### config.mk
export PLATFORM = sky130hd
export DESIGN_NAME = down_timer
export DESIGN_NICKNAME = d
export VERILOG_FILES = /design/src/rtl/down_timer.sv
export SDC_FILE = /design/constraint.sdc
export NUM_CORES = 1
export LEC_CHECK = 0
export CORE_ASPECT_RATIO = 1.25
export CORE_MARGIN = 4
export CORE_UTILIZATION = 50
export CTS_CLUSTER_DIAMETER = 100
export CTS_CLUSTER_SIZE = 25
export DETAILED_ROUTE_END_ITERATION = 8
export PLACE_DENSITY_LB_ADDON = 0.15
export REMOVE_ABC_BUFFERS = 1
export SLEW_MARGIN = 10
export SYNTH_ARGS = -nofsm -noshare
export SYNTH_HDL_FRONTEND = slang
export SYNTH_SLANG_ARGS = --single-unit
### constraint.sdc
create_clock -name clk -period 3.91 [get_ports clk]
set_input_delay 0.391 -clock clk [delete_from_list [all_inputs] [get_ports clk]]
set_output_delay 0.391 -clock clk [all_outputs]
set_load 0.02 [all_outputs]
### src/rtl/down_timer.sv
`default_nettype none
// ============================================================================
//  Module      : down_timer
//  Description : Programmable down-counting interval timer with one-shot and
//                periodic (auto-reload) modes, pause/resume, a registered
//                one-cycle terminal-count pulse and a sticky done flag.
//  Revision    : 1.0  initial release
// ============================================================================
module down_timer #(
  parameter int WIDTH = 8
) (
  input  logic             clk,
  input  logic             rst,
  input  logic             load,
  input  logic [WIDTH-1:0] load_val,
  input  logic             start,
  input  logic             stop,
  input  logic             periodic,
  output logic [WIDTH-1:0] count,
  output logic             tc,
  output logic             busy,
  output logic             done
);

  localparam logic [WIDTH-1:0] ONE = WIDTH'(1);

  typedef enum logic [1:0] {
    S_IDLE = 2'd0,
    S_RUN  = 2'd1,
    S_HOLD = 2'd2
  } state_t;

  state_t           state;
  state_t           state_nxt;
  logic [WIDTH-1:0] reload;
  logic [WIDTH-1:0] reload_nxt;
  logic [WIDTH-1:0] count_nxt;
  logic             tc_nxt;
  logic             done_nxt;
  logic             start_ok;

  // A start strobe is honoured from HOLD (resume) or from IDLE with a
  // non-zero interval loaded; a zero interval would expire with no meaning.
  assign start_ok = start &&
                    ((state == S_HOLD) || ((state == S_IDLE) && (count != '0)));

  // Next-state, counter, reload and flag logic; priority load > stop > start.
  always_comb begin
    state_nxt  = state;
    count_nxt  = count;
    reload_nxt = reload;
    done_nxt   = done;
    tc_nxt     = 1'b0;
    if (load) begin
      count_nxt  = load_val;
      reload_nxt = load_val;
      state_nxt  = S_IDLE;
      done_nxt   = 1'b0;
    end else if (stop) begin
      // Stop masks a simultaneous start; it only acts while running.
      if (state == S_RUN) begin
        state_nxt = S_HOLD;
      end
    end else if (start_ok) begin
      // The start edge itself does not decrement; counting begins next cycle.
      state_nxt = S_RUN;
      done_nxt  = 1'b0;
    end else if (state == S_RUN) begin
      if (count > ONE) begin
        count_nxt = count - ONE;
      end else if (count == ONE) begin
        tc_nxt = 1'b1;
        if (periodic) begin
          count_nxt = reload;
        end else begin
          count_nxt = '0;
          state_nxt = S_IDLE;
          done_nxt  = 1'b1;
        end
      end else begin
        // Unreachable with a zero count; park safely without a pulse.
        state_nxt = S_IDLE;
      end
    end
  end

  // State and datapath registers with synchronous active-high reset.
  always_ff @(posedge clk) begin
    if (rst) begin
      state  <= S_IDLE;
      count  <= '0;
      reload <= '0;
      tc     <= 1'b0;
      done   <= 1'b0;
    end else begin
      state  <= state_nxt;
      count  <= count_nxt;
      reload <= reload_nxt;
      tc     <= tc_nxt;
      done   <= done_nxt;
    end
  end

  // busy follows the state register directly, so it changes on the same edge.
  assign busy = (state == S_RUN);

endmodule
`default_nettype wire

==> flow_results.org, run 1 <==
** STA
- The clock period could shrink to about 2.1 ns.
- Setup violations remaining at the end of the flow were counted as 0.
- RSZ-0062 raised after global routing :: false
- Number of slew-limit violations in the final report :: 0
- Pin slew with the least headroom to its limit :: slightly above 0.9 ns
- Final Skew :: about 0.0044 ns
- The worst path uses 53.7% of the clock period.
- Max-slew headroom at the worst pin :: 38.8%
- Timing would allow up to 0.476 GHz.
- Final Hold Viols :: 0
- Summed over all failing endpoints, the final setup total negative slack is 0 ns.

** Global route
- Number of global-route vias before repair :: between 1000 and 1500
- For met2 alone, demand over resource in global routing was a little under a third.
- Aggregate global routing overflow :: 0
- Global routing consumed, on the met1 layer, 25.0% of the routing resources.
- Global Route Usage Sum :: 19.1%
- After global routing, the most crowded layer is met2.
- For this run, global-route usage on met3 was measured as between 2 and 2.5%.
- Entering global routing, the biggest net connects 28 pins.
- Initial antenna violation count :: 0
- Global-route wire length before repair :: 4.91 mm

** Route
- DRC Markers :: 0
- Routed via count :: 1189
- For this block, the routed nets add up to 2.92 mm of wire.
- Once detail routing completed, the nets flagged for antenna violations numbered 0.
- For this run, the detailed router's first-pass iteration total came to 4.
- Per-cell via count in the routed design :: ~6.1
- DR WL/cell :: between 10 and 15 um
- The first routing iteration left between 40 and 50 violations.

** Power and ir drop
- Part of the power in combinational logic :: between 20% and 30%
- The share of total power dissipated in sequential elements is 47.4%.
- Internal portion of total power :: between 0.0003 and 0.0004 W
- Total power density per cell area :: between 300 and 400 mW/mm^2
- Peak supply drop :: between 0.2 and 0.25 mV
- In this run, the clock network consumes between 20% and 30% of the power.
- Leakage power of the design :: ~0.53 nW
- Net switching is approximately 31% of the power.
- The analysis attributes to net switching a power of ~0.00015 W.

** Final layout
- Total area of multi-input combinational cells :: around 730 sq um
- Leaving out filler cells and counting taps, the final layout contains approximately 200.
- ANT cells :: 0
- The final layout contains about 180 nets.
- In the final layout, flip-flops and latches occupy 400 sq um.
- Fill cells :: 210
- In the final layout, the share of cells above drive strength 1 is approximately 6.7%.
- Area growth from synthesis to layout :: 23.5%

** Setup path
- Crit Path Category :: reg -> reg
- Crit path arrival time :: around 2.3 ns
- For this run, the slowest stage of the critical path takes around 0.60 ns.
- Data required time of the worst path :: 4.12 ns
- The worst setup path is launched from a flop.
- Walking the worst path, the cells encountered are or4_4 > or3_4 > a32o_1 > a2111oi_2.
- Slowest-stage cell, CP :: or4_4
- Of all nets on the critical path, the largest fanout is 8.
- Endpoint class of the critical path :: flop

** Clock tree
- Total setup buffers inserted after CTS :: 0
- Clock insertion delay at the later pin of the skew report :: roughly 0.31 ns
- In this run, CTS created clock tree buffers numbering 3.
- Gates resized, CTS repair :: 0
- Number of H-tree levels :: 1
- Clock tree from TritonCTS :: built
- The clock net in this run drives a total of 20 sinks.
- No sink is reached through more buffers than the 2 on the longest clock path.
- Clock-pin slew was measured on the worst setup and hold paths at ~0.12 ns.
- Number of buffers inserted by hold repair at cts :: 0
- Root buffer cell :: clkbuf_4

** Logic synthesis
- Counting instances in the post-synthesis netlist gives the leading cell types as dfxtp_1, nor2_1, a21oi_1.
- Prevailing post-synth register cell :: dfxtp_1
- The synthesized netlist devotes around 1.5% of its cell area to XOR and XNOR gates.
- Post-synthesis mux area share :: under 10%
- Share of the synthesized area in compound gates (AO/OA/AOI/OAI) :: 26.9%
- After synthesis the netlist holds a flip-flop and latch count of 20.
- Avg Synthesized Cell Area :: just over 8 sq um
- Sequential elements use ~34% of the synthesized area.
- Main combinational cell family by area after synthesis :: simple AND/OR/NAND/NOR gates
- The synthesized design devotes to its leading area cell type around 34% of total area.
- Cell area after synthesis :: around 0.0012 sq mm
- Yosys printed 0 warnings.
- dfxtp_1 takes more of the synthesized area than any other cell.
- After Yosys synthesis, full adders, half adders and majority gates account for approximately 3.2% of the synthesized area.
- Sorting the synthesized cells by area gives the leading types as dfxtp_1, nand2b_1, a21oi_1.
- Number of synthesized flops with an enable pin :: 0
- Counting distinct cell types in the post-synthesis netlist gives 44.
- Share of flip-flops with an asynchronous set or reset :: 0%
- Synth Area in Simple Gates :: roughly 28%
- In the post-synthesis netlist, the cell with the most instances is dfxtp_1.
- Cell count after synthesis :: ~140

** Place
- Estimated wirelength of the detail-placed design :: 2.14 mm
- Number of I/O port buffers :: 24
- Number of cells in the design after placement :: roughly 190
- GP Congestion :: around 0.9

** Floorplan
- Initial standard-cell utilization of the core :: between 50% and 60%
- In this run the horizontal extent of the chip is about 50 um.
- After floorplanning, the core was divided into 19 placement rows.
- The die covers between 0.003 and 0.004 sq mm.
- Measured along the y axis, the die boundary spans around 62 um.
- Core ar. :: about 0.0022 sq mm
- Num ports :: 25

** Outcome
- Outcome :: complete, no violations

** Run
- Max-cap violations in this run came to 0.

** Hold path
- In this run the worst hold path is classified as reg -> reg.
## per-stage QoR
| stage | power (W) | setup WS, ns | hold WS, ns | area, sq um | utilization [%] |
|---|---|---|---|---|---|
| floorplan | 0.000308 | 1.88 | 0.444 | 1140 | - |
| global placement | 0.000356 | 1.65 | 0.462 | 1420 | 63.6 |
| detailed placement | 0.000359 | 1.56 | 0.466 | 1420 | 63.6 |
| CTS | 0.000481 | 1.81 | 0.486 | 1460 | 65.2 |
| global route | 0.000503 | 1.73 | 0.509 | 1460 | 65.2 |
| finish | 0.000479 | 1.81 | 0.482 | 1460 | 65.2 |
## layout by cell type (no fill, tap or decap), types with 3 or more instances in the layout
cell type,netlist,layout
a21oi_1,11,11
a221oi_1,3,3
a31oi_1,6,6
clkbuf_4,0,3
clkdlybuf4s50_1,0,24
dfxtp_1,20,20
ha_1,3,3
inv_1,4,4
nand2_1,9,9
nand2b_1,9,9
nor2_1,12,12
nor2b_1,6,6
nor3_1,5,5
nor4_1,3,3
o21a_1,3,3
o21ai_0,6,6
## logic make-up (layout without fill, tap and decap cells)
group / after synthesis / after routing
AO/OA/AOI/OAI: 46 / 46
adder cells (fa/ha/maj): 3 / 3
multiplexers: 2 / 2
AND/OR/NAND/NOR: 59 / 59
flip-flops: 20 / 20
buffers and inverters: 12 / 32
XOR/XNOR: 2 / 2
## sequential cells by signal, summed over array words and instances, names as in the netlist
register / flops
count: 8
state: 2
done: 1
tc: 1
reload: 8
## path summary, 6_finish.rpt
path / startpoint / cells after the start / endpoint / slack [ns]
min reg2reg: reload[5]$_SDFFE_PP0P_ / 2 / reload[5]$_SDFFE_PP0P_ / 0.48
max: count[4]$_SDFFE_PP0P_ / 4 / count[1]$_SDFFE_PP0P_ / 1.81
max reg2reg: count[4]$_SDFFE_PP0P_ / 4 / count[1]$_SDFFE_PP0P_ / 1.81
min: reload[5]$_SDFFE_PP0P_ / 2 / reload[5]$_SDFFE_PP0P_ / 0.48
## critical path: cells and delay by family, from the launching register on
family | cells | cell delay (ns)
AOI/OAI and AO/OA | 2 | 0.57
DFF | 1 | 0.42
and+or+nand+nor | 2 | 1.03
## power groups by stage
stage               sequential [W]  combinational (W)  clock, W
floorplan                 0.000235          0.0000731         0
global placement          0.000231           0.000125         0
detailed placement        0.000232           0.000128         0
CTS                       0.000227           0.000128  0.000126
global route              0.000229           0.000140  0.000134
finish                    0.000227           0.000128  0.000124
## layer usage
metal  vias to the layer above  wire length [um]
met5                         -                 0
met4                         0                49
met3                         8               192
met2                        42              1490
met1                       561              1190
li1                        578                 -
## final cells by class
class | instances | share of cell area, %
multi-input cells | 112 | 49.9
flip-flops and latches | 20 | 27.5
repair buffers | 24 | 16.5
well taps | 31 | 2.66
clock buffers | 4 | 2.49
inverters | 4 | 1.03
Power figures use the tool's default switching activity.
==> run 2: changes to the inputs <==
- clock period: 3.91 -> 2.15 ns (I/O delays scaled with it)
==> flow_results.org, run 2 (synthesis gave the netlist of run 1 again) <==
** STA
- Number of slew-limit violations in the final report :: 0
- The number of hold violations in the final report is 0.
- Pin slew with the least headroom to its limit :: 0.517 ns
- Final Skew :: 0.00124 ns
- Time the final worst path needs with I/O delays and setup :: between 2 and 2.5 ns
- Setup violations remaining at the end of the flow were counted as 0.
- Total negative slack :: 0 ns
- Headroom to the max-slew limit came out at 65.4%.
- Derived from the worst setup path, the maximum achievable clock frequency is between 0.4 and 0.5 GHz.
- Dividing the final minimum period by the clock period gives ~95%.
- Across all setup checks in the final design, the least slack found is 0.106 ns.
- RSZ-0062 raised after global routing :: false

** Global route
- Aggregate global routing overflow :: 0
- Pin count of the biggest net entering global routing :: 16
- Global-route wire length before repair :: between 5 and 6 mm
- Initial antenna violation count :: 0
- Across every metal layer, demand over resource in global routing totals between 20% and 30%.
- The number of global-route vias before repair was approximately 1200.

** Floorplan
- Initial standard-cell utilization of the core :: a little over half
- In this run the core area contains 19 standard-cell rows.
- The die covers 0.00321 sq mm.
- From left edge to right edge, the die measures 51.5 um.
- Chip Height :: between 60 and 70 um
- Core ar. :: about 0.0022 sq mm
- For this design the top-level I/O count stands at 25.

** Setup path
- Crit path capture :: count[1]$_SDFFE_PP0P_
- Capture point of the worst reg-to-reg path :: count[1]$_SDFFE_PP0P_
- Data on the critical path arrives at its endpoint at 2.25 ns.
- Cells on worst reg2reg path :: 4
- Endpoint class of the critical path :: flop
- The setup check on the worst reg-to-reg path leaves a slack of around 0.11 ns.
- Of all nets on the critical path, the largest fanout is 7.
- Data required time of the worst path :: between 2 and 2.5 ns
- Tracing the worst setup path back leads to its startpoint at count[5]$_SDFFE_PP0P_.
- Launching point of the worst reg2reg path :: count[5]$_SDFFE_PP0P_
- Crit Path Category :: reg -> reg
- Element type at the critical path start :: flop

** Clock tree
- In this run, post-CTS repair resized a total of 0 instances.
- Clock tree from TritonCTS :: built
- Once the clock tree was built, the setup fixing pass inserted 0 buffers.
- For this design, the sink count on the clock tree is 20.
- Root buffer cell :: clkbuf_4
- Clock insertion delay at the later pin of the skew report :: around 0.30 ns
- No sink is reached through more buffers than the 2 on the longest clock path.
- Total clock buffers created by CTS :: 3
- After clock tree synthesis, the clock-pin slew on the worst setup and hold paths is around 0.1 ns.
- Number of H-tree levels :: 1
- Number of buffers inserted by hold repair at cts :: 0

** Route
- Dividing the detail-routed wire length by the instance count gives about 15 um.
- Routed via count :: 1206
- Final WL :: between 3 and 4 mm
- Count of antenna-violating nets left after detailed routing :: 0
- In the routed layout, each cell is associated on average with a via count of between 5 and 6.
- For this run, design rule violations remaining after detail routing come to 0.
- The pre-antenna-repair detailed-routing pass consisted of 4 iterations.
- The first routing iteration left 33 violations.

** Final layout
- Top library cells by usage in the layout, fill and taps aside :: clkdlybuf4s50_1, dfxtp_1, nor2_1
- Compared with the post-synthesis result, the final layout area differs by 27.5%.
- ANT cells :: 0
- Layout cells sized above 1 :: 10.5%
- The final layout contains between 150 and 200 nets.
- Leading cell type in the layout, fill and taps excluded :: clkdlybuf4s50_1
- Leading registers by flop count :: count x8, reload x8, state x2

** Power and ir drop
- Registers are responsible for between 40% and 50% of the overall power.
- Summed over all nets, the switching power comes to roughly 0.00027 W.
- Of the total power, the share spent switching nets is around a third.
- For this design the static power due to leakage is about 0.57 nW.
- The worst-case IR drop observed on VDD is between 0.4 and 0.5 mV.
- Part of the power in combinational logic :: between 30% and 40%
- Internal portion of total power :: 0.000578 W
- Total power density per cell area :: roughly 560 mW/mm^2
- Part of the total power dissipated in the clock network :: between 20% and 30%

** Place
- Before CTS, the worst setup slack after placement is around 0.14 ns.
- Estimated wirelength of the detail-placed design :: between 2 and 2.5 mm
- The congestion estimate from routability-driven global placement came to between 0.9 and 1.
- Number of I/O port buffers :: 24

** Hold path
- Worst hold path depth :: 3
- Class of the tightest hold or removal check :: in -> reg

** Run
- Number of maximum-capacitance violations :: 0

** Outcome
- Outcome :: complete, no violations
==> run 2: changes by cell type in the layout (fill, tap and decap cells not counted) <==
cell	delta
buf_4	+8
clkbuf_8	-1
==> run 2: layout make-up <==
cell class                      count  area, sq um
Clock buffer                        3         22.5
Multi-Input combinational cell    112          727
Inverter                            4         15.0
Sequential cell                    20          400
Tap cell                           31         38.8
Timing Repair Buffer               32          300
Fill cell                         221          731
==> run 2: routing by layer <==
layer	track usage (%)	vias to the layer above	wire length [um]
li1	-	591	-
met1	25.1	567	1280
met2	33.9	41	1550
met3	3.83	7	178
met4	10.5	0	74
met5	0	-	0
==> run 2: critical path, cell delays in order (launching register included) <==
cell and delay (ns):
dfxtp_1 0.38, or4_4 0.56, or3_4 0.42, a32o_1 0.22, a2111oi_2 0.36
==> run 2: worst min-delay path by stage <==
stage | from | endpoint | slack (ns)
3_5_place_dp | reload[6]$_SDFFE_PP0P_ | reload[6]$_SDFFE_PP0P_ | 0.46
2_1_floorplan | rst | count[1]$_SDFFE_PP0P_ | 0.28
5_1_grt | load_val[2] | reload[2]$_SDFFE_PP0P_ | 0.48
4_1_cts | load_val[2] | reload[2]$_SDFFE_PP0P_ | 0.47
3_3_place_gp | reload[4]$_SDFFE_PP0P_ | reload[4]$_SDFFE_PP0P_ | 0.46
6_report | load_val[2] | reload[2]$_SDFFE_PP0P_ | 0.48
==> run 2: power by group through the flow <==
stage / registers [W] / clock network (W) / logic, W
floorplan: 0.000427 / 0 / 0.000133
global placement: 0.000418 / 0 / 0.000248
detailed placement: 0.000419 / 0 / 0.000253
CTS: 0.000410 / 0.000184 / 0.000254
global route: 0.000415 / 0.000205 / 0.000278
finish: 0.000410 / 0.000178 / 0.000256
==> run 2: per-stage QoR <==
stage          hold slack [ns]  utilization [%]  instances  instance area [sq um]  total power, W
2_1_floorplan            0.284                -        136                   1140        0.000560
3_3_place_gp             0.461             66.3        199                   1480        0.000666
3_5_place_dp             0.464             66.3        199                   1480        0.000672
4_1_cts                  0.474             67.3        202                   1500        0.000849
5_1_grt                  0.480             67.3        202                   1500        0.000898
6_report                 0.475             67.3        202                   1500        0.000845
